--- config.mk ---
export PLATFORM = sky130hd
export DESIGN_NAME = qf_hw_evcnt_flat
export DESIGN_NICKNAME = d
export VERILOG_FILES = /design/src/rtl/qf_hw_evcnt_pkg.sv /design/src/rtl/qf_hw_evcnt_if.sv /design/src/rtl/qf_hw_evcnt_tmr.sv /design/src/rtl/qf_hw_evcnt.sv /design/src/flat_wrapper.sv
export SDC_FILE = /design/constraint.sdc
export NUM_CORES = 1
export LEC_CHECK = 0
export CORE_ASPECT_RATIO = 0.75
export CORE_MARGIN = 5
export CORE_UTILIZATION = 51
export CTS_CLUSTER_SIZE = 40
export DETAILED_ROUTE_END_ITERATION = 10
export PLACE_DENSITY_LB_ADDON = 0.1
export SLEW_MARGIN = 20
export SYNTH_ARGS = -nofsm -noshare
export SYNTH_HDL_FRONTEND = slang
export SYNTH_HIERARCHICAL = 1
export SYNTH_SLANG_ARGS = --single-unit
--- constraint.sdc ---
create_clock -name sys_clk -period 5.32 [get_ports sys_clk]
set_input_delay 0.798 -clock sys_clk [delete_from_list [all_inputs] [get_ports sys_clk]]
set_output_delay 0.798 -clock sys_clk [all_outputs]
set_load 0.01 [all_outputs]
--- src/rtl/qf_hw_evcnt_pkg.sv ---
// Shared types and default constants for the qf_hw_evcnt event counter.
package qf_hw_evcnt_pkg;

    localparam int unsigned DEF_BIT_WIDTH = 10;
    localparam int unsigned DEF_PERIOD    = 256;

    typedef enum logic {
        IDLE = 1'b0,
        RUN  = 1'b1
    } state_t;

endpackage

--- src/rtl/qf_hw_evcnt_if.sv ---
// Event/snapshot bus between the event source and the counter.
interface qf_hw_evcnt_if
    import qf_hw_evcnt_pkg::*;
#(
    parameter int unsigned PAR_BIT_WIDTH = DEF_BIT_WIDTH
);

    logic                     evt_i;
    logic                     cnt_en;
    logic                     snap_req;
    logic [PAR_BIT_WIDTH-1:0] hw_wrdata;
    logic                     hw_wr_en;
    logic                     ovf_o;

    modport master (
        output evt_i, cnt_en, snap_req,
        input  hw_wrdata, hw_wr_en, ovf_o
    );

    modport slave (
        input  evt_i, cnt_en, snap_req,
        output hw_wrdata, hw_wr_en, ovf_o
    );

endinterface

--- src/rtl/qf_hw_evcnt_tmr.sv ---
// Period timer: counts RUN cycles 0..PAR_PERIOD-1 and flags the terminal cycle.
module qf_hw_evcnt_tmr
    import qf_hw_evcnt_pkg::*;
#(
    parameter int unsigned PAR_PERIOD = DEF_PERIOD
) (
    input  logic sys_clk,
    input  logic sys_rst,
    input  logic clr,
    input  logic en,
    output logic term_c
);

    localparam int unsigned TMR_W = $clog2(PAR_PERIOD);

    logic [TMR_W-1:0] tmr;

    // Clear has priority so a push cycle restarts the window at 0.
    always_ff @(posedge sys_clk or posedge sys_rst) begin
        if (sys_rst) begin
            tmr <= '0;
        end else if (clr) begin
            tmr <= '0;
        end else if (en) begin
            tmr <= tmr + TMR_W'(1);
        end
    end

    assign term_c = (tmr == TMR_W'(PAR_PERIOD - 1));

endmodule

--- src/rtl/qf_hw_evcnt.sv ---
// Windowed event counter pushing saturated count snapshots to a HW-written register.
// Optional feature: define QF_HW_EVCNT_SNAP_REQ_EN to make snap_req a push cause.
module qf_hw_evcnt
    import qf_hw_evcnt_pkg::*;
#(
    parameter int unsigned PAR_BIT_WIDTH = DEF_BIT_WIDTH,
    parameter int unsigned PAR_PERIOD    = DEF_PERIOD
) (
    input  logic          sys_clk,
    input  logic          sys_rst,
    qf_hw_evcnt_if.slave  bus
);

    localparam logic [PAR_BIT_WIDTH-1:0] CNT_MAX = '1;

    state_t                   state;
    logic [PAR_BIT_WIDTH-1:0] cnt;
    logic                     ovf;

    logic                     snap_c;
    logic                     inc_c;
    logic                     sat_c;
    logic                     push_c;
    logic [PAR_BIT_WIDTH-1:0] cnt_nxt_c;
    logic                     ovf_nxt_c;
    logic                     tmr_term_c;
    logic                     tmr_clr_c;
    logic                     tmr_en_c;

`ifdef QF_HW_EVCNT_SNAP_REQ_EN
    assign snap_c = bus.snap_req;
`else
    logic unused_snap;
    assign unused_snap = bus.snap_req;
    assign snap_c      = 1'b0;
`endif

    // Count/overflow including the current cycle's event, saturating at all-ones.
    assign inc_c     = bus.cnt_en & bus.evt_i;
    assign sat_c     = (cnt == CNT_MAX);
    assign cnt_nxt_c = cnt + PAR_BIT_WIDTH'(inc_c & ~sat_c);
    assign ovf_nxt_c = ovf | (inc_c & sat_c);

    // All push causes collapse into one push.
    assign push_c    = (state == RUN) & (tmr_term_c | snap_c | ~bus.cnt_en);

    assign tmr_clr_c = (state == IDLE) | push_c;
    assign tmr_en_c  = (state == RUN);

    qf_hw_evcnt_tmr #(
        .PAR_PERIOD (PAR_PERIOD)
    ) u_tmr (
        .sys_clk (sys_clk),
        .sys_rst (sys_rst),
        .clr     (tmr_clr_c),
        .en      (tmr_en_c),
        .term_c  (tmr_term_c)
    );

    // Control FSM, accumulator and registered snapshot outputs.
    always_ff @(posedge sys_clk or posedge sys_rst) begin
        if (sys_rst) begin
            state         <= IDLE;
            cnt           <= '0;
            ovf           <= 1'b0;
            bus.hw_wr_en  <= 1'b0;
            bus.hw_wrdata <= '0;
            bus.ovf_o     <= 1'b0;
        end else begin
            bus.hw_wr_en <= 1'b0;
            case (state)
                IDLE: begin
                    if (bus.cnt_en) begin
                        state <= RUN;
                        cnt   <= '0;
                        ovf   <= 1'b0;
                    end
                end
                RUN: begin
                    if (push_c) begin
                        bus.hw_wr_en  <= 1'b1;
                        bus.hw_wrdata <= cnt_nxt_c;
                        bus.ovf_o     <= ovf_nxt_c;
                        cnt           <= '0;
                        ovf           <= 1'b0;
                        if (!bus.cnt_en) begin
                            state <= IDLE;
                        end
                    end else begin
                        cnt <= cnt_nxt_c;
                        ovf <= ovf_nxt_c;
                    end
                end
                default: begin
                    state <= IDLE;
                end
            endcase
        end
    end

endmodule

--- src/flat_wrapper.sv ---
// flat-port wrapper written by rule: the top's interface ports become plain ports
module qf_hw_evcnt_flat import qf_hw_evcnt_pkg::*;
#(
    parameter int unsigned PAR_BIT_WIDTH = DEF_BIT_WIDTH,
    parameter int unsigned PAR_PERIOD    = DEF_PERIOD
)
  (sys_clk, sys_rst, bus_evt_i, bus_cnt_en, bus_snap_req, bus_hw_wrdata, bus_hw_wr_en, bus_ovf_o);
  qf_hw_evcnt_if #(.PAR_BIT_WIDTH(PAR_BIT_WIDTH)) bus_i ();
  input  logic sys_clk;
  input  logic sys_rst;
  input wire logic [$bits(bus_i.evt_i)-1:0] bus_evt_i;
  input wire logic [$bits(bus_i.cnt_en)-1:0] bus_cnt_en;
  input wire logic [$bits(bus_i.snap_req)-1:0] bus_snap_req;
  output wire logic [$bits(bus_i.hw_wrdata)-1:0] bus_hw_wrdata;
  output wire logic [$bits(bus_i.hw_wr_en)-1:0] bus_hw_wr_en;
  output wire logic [$bits(bus_i.ovf_o)-1:0] bus_ovf_o;
  assign bus_i.evt_i = bus_evt_i;
  assign bus_i.cnt_en = bus_cnt_en;
  assign bus_i.snap_req = bus_snap_req;
  assign bus_hw_wrdata = bus_i.hw_wrdata;
  assign bus_hw_wr_en = bus_i.hw_wr_en;
  assign bus_ovf_o = bus_i.ovf_o;
  qf_hw_evcnt #(.PAR_BIT_WIDTH(PAR_BIT_WIDTH), .PAR_PERIOD(PAR_PERIOD)) u_core (.sys_clk(sys_clk), .sys_rst(sys_rst), .bus(bus_i));
endmodule
==> metrics.cfg <==
[outcome]
outcome=finished, final reports clean

[synth]
yosys-top-cells-count=dfrtp_1 (32), nand2_1 (30), o21ai_0 (18)
synthMuxAreaShare=0.0131
synth-compound-area-share=0.137
synth_xor_area_frac=0.0690
syn-cell-area_sq_um=1520
ys_warn_count=6
synth_top_area_frac=0.526
synth-async-reset-ratio=1.00
ys_seq_area_frac=0.526
syn_inst=158
synth_fp_nets=166
synth.most_common_cell=dfrtp_1
synth-simple-area-share=0.192
yosysUniqueCellTypes=33
synth_area_per_cell_sq_um=9.64
synth_edf_count=0
ys_ff_latch=32
synth_area_leaders=dfrtp_1 (53%), nand2_1 (7.4%), o21ai_0 (5.9%)
synthAdderAreaFrac=0.0247
synth_top_family_by_area=simple AND/OR/NAND/NOR gates
synth_ff_type=dfrtp_1
yosys.area.top_type=dfrtp_1

[setup_path]
worst_ep_required_time_ns=5.46
arrival_ns=2.70
worstPathBufferInverterCount=1
worstSetupStartpointType=input port
timing.rr.end=u_core/bus.hw_wrdata[8]$_DFFE_PP0P_
worstRegToRegCells=9
r2r-start=u_core/cnt[4]$_DFFE_PP0P_
r2r_slack_ns=3.13
crit_start=bus_cnt_en
crit_family=buffers and inverters
critical_path.max_stage_delay_ns=0.61
crit_path_top_delay_cell=clkdlybuf4s50_1
cp-end-kind=register
path_cells=clkdlybuf4s50_1 -> nand2_1 -> nor2_1 -> ha_1 -> ha_1 -> nand2_1 -> nor3_1 -> xnor2_1 -> o21ai_0
crit_fanout=8
path_class=in2reg

[clocking]
cts_resized=0
cts-hold-fix-buffers=0
cts_buffers=5
cts.clk_slew.worst_paths_ns=0.06
cts_sinks=32
cts_tree=done
clkLatencyLatePin_ns=0.28
clockBufferDepth=2
cts_root_buffer=clkbuf_8
h-tree-depth=2
cts_setup_buffers=0

[place]
io_buffers=15
place_congestion=0.795
hpwl_mm=2.01
place_area_sq_um=1680
placedCellCount=203

[floorplanning]
ios=17
dieArea_sq_um=4190
die_w_microns=73.1
rows=17
core-area_sq_um=2910
chipHeight_microns=57.3
start_util=0.523

[grt]
grt_pass1_vias=1144
grt_start_max_net_pins=25
antenna_found_initial=0
gr-total-overflow=0
grt_pass1_wl_mm=5.20
grt_usage=0.165

[layout]
final_design_area_no_fill_sq_um=1770
fillCellCount=257
diodes=0
syn_to_final_growth_pct=16.1
drive_above_1_share=0.0694
nNetsFinal=180
final_cell_count_no_fill=211

[pwr]
p_total_w=0.000469
ir_drop_mv=0.231
p_int_w=0.000365
p_clk_frac=0.400
switching_share=0.223
pwr-share-seq=0.536
leakage_nw=0.748
power_frac_comb=0.065
power_density_nw_per_um2=266
p_sw_w=0.000105

[min_path]
worstHoldEndpoint=u_core/bus.hw_wrdata[3]$_DFFE_PP0P_
hp-class=reg2reg
hold_path_depth=2
worstHoldStart=u_core/bus.hw_wrdata[3]$_DFFE_PP0P_

[sta]
worstMarginPinSlew_ns=0.910
hold_viol_final=0
fin_skew_ns=0.00548
drv_slew=0
clock.fmax_mhz=390
hold_slack_ns=0.473
finalSetupViolCount=0
finalCriticalPeriod_ns=2.56
slew_headroom=0.393
post-route-period-util=0.482
setup-tns-final_ns=0
rsz0062_at_grt=no

[detailed_routing]
avgViaCountPerCell=5.41
wire_per_inst_microns=13.9
drt_first_pass_iters=4
vias=1141
drt_iter0_markers=50
route.antenna.remaining_nets=0
drt_wl_total_mm=2.93
drcViolationCount=0

[run]
maxCapViolCount=0

## cells in the final DEF, fill, tap and decap left out, types with 2 or more instances in the layout
| cell | count |
|---|---|
| nor2_1 | 14 |
| mux2i_1 | 2 |
| ha_1 | 3 |
| inv_1 | 3 |
| a21oi_1 | 5 |
| o21ai_0 | 18 |
| clkbuf_8 | 6 |
| nor3_1 | 2 |
| a22o_1 | 2 |
| or3_1 | 3 |
| clkbuf_1 | 2 |
| xnor2_1 | 7 |
| xor2_1 | 5 |
| nand3_1 | 6 |
| clkdlybuf4s50_1 | 15 |
| o31ai_1 | 2 |
| nand4_1 | 3 |
| dfrtp_1 | 32 |
| nand2_1 | 30 |
## per-layer routing
layer  wire [microns]  vias to the layer above  share of wire  GRT usage
met1             1400                      534           0.48      0.227
met2             1250                       33           0.43      0.227
met5                0                        -              0          0
met4               42                        0          0.014     0.0632
met3              236                        5          0.081     0.0757
li1                 -                      569              -          -
## cells by family after synthesis
family / after synthesis
xor gates and xnor gates: 12
adders and majority gates: 3
DFF: 32
muxes: 2
AOI/OAI and AO/OA: 33
and+or+nand+nor: 64
buffers and inverters: 12
## power groups by stage
| stage | clock (W) | combinational, W | sequential [W] |
|---|---|---|---|
| floorplan | 0 | 0.0000195 | 0.000256 |
| global placement | 0 | 0.0000306 | 0.000255 |
| detailed placement | 0 | 0.0000307 | 0.000256 |
| CTS | 0.000197 | 0.0000312 | 0.000251 |
| global route | 0.000210 | 0.0000351 | 0.000252 |
| finish | 0.000188 | 0.0000305 | 0.000251 |
## worst max path at each step
stage | to | cells past startpoint
floorplan | u_core/bus.hw_wrdata[8]$_DFFE_PP0P_ | 9
global placement | u_core/bus.hw_wrdata[8]$_DFFE_PP0P_ | 9
detailed placement | u_core/bus.hw_wrdata[8]$_DFFE_PP0P_ | 9
CTS | u_core/bus.hw_wrdata[8]$_DFFE_PP0P_ | 9
global route | u_core/bus.hw_wrdata[8]$_DFFE_PP0P_ | 9
finish | u_core/bus.hw_wrdata[8]$_DFFE_PP0P_ | 9
## tightest hold or removal path: stages, from the launching register on
cell	delay (ns)
dfrtp_1	0.34
nand2_1	0.04
o21ai_0	0.05
## stage by stage
step / util / setup WS [ns]
after detailed placement: 0.576 / 2.47
final: 0.607 / 2.76
after global routing: 0.607 / 2.60
after floorplan: - / 3.22
after CTS: 0.607 / 2.77
after global placement: 0.576 / 2.53
## registers in the layout, indices dropped and copies added, names as in the netlist
name	count
u_core/ovf	1
u_core/bus.hw_wr_en	1
u_core/bus.hw_wrdata	10
u_core/u_tmr/tmr	8
u_core/cnt	10
u_core/bus.ovf_o	1
u_core/state	1
## cell type report
cell class,count,area (sq um),area share
Sequential cell,32,801,0.453
Multi-Input combinational cell,114,664,0.376
Timing Repair Buffer,15,150,0.0849
Clock buffer,8,90.1,0.0510
Tap cell,38,47.5,0.0269
Inverter,4,15.0,0.00849
No activity file was read; power rests on OpenSTA's default activity.
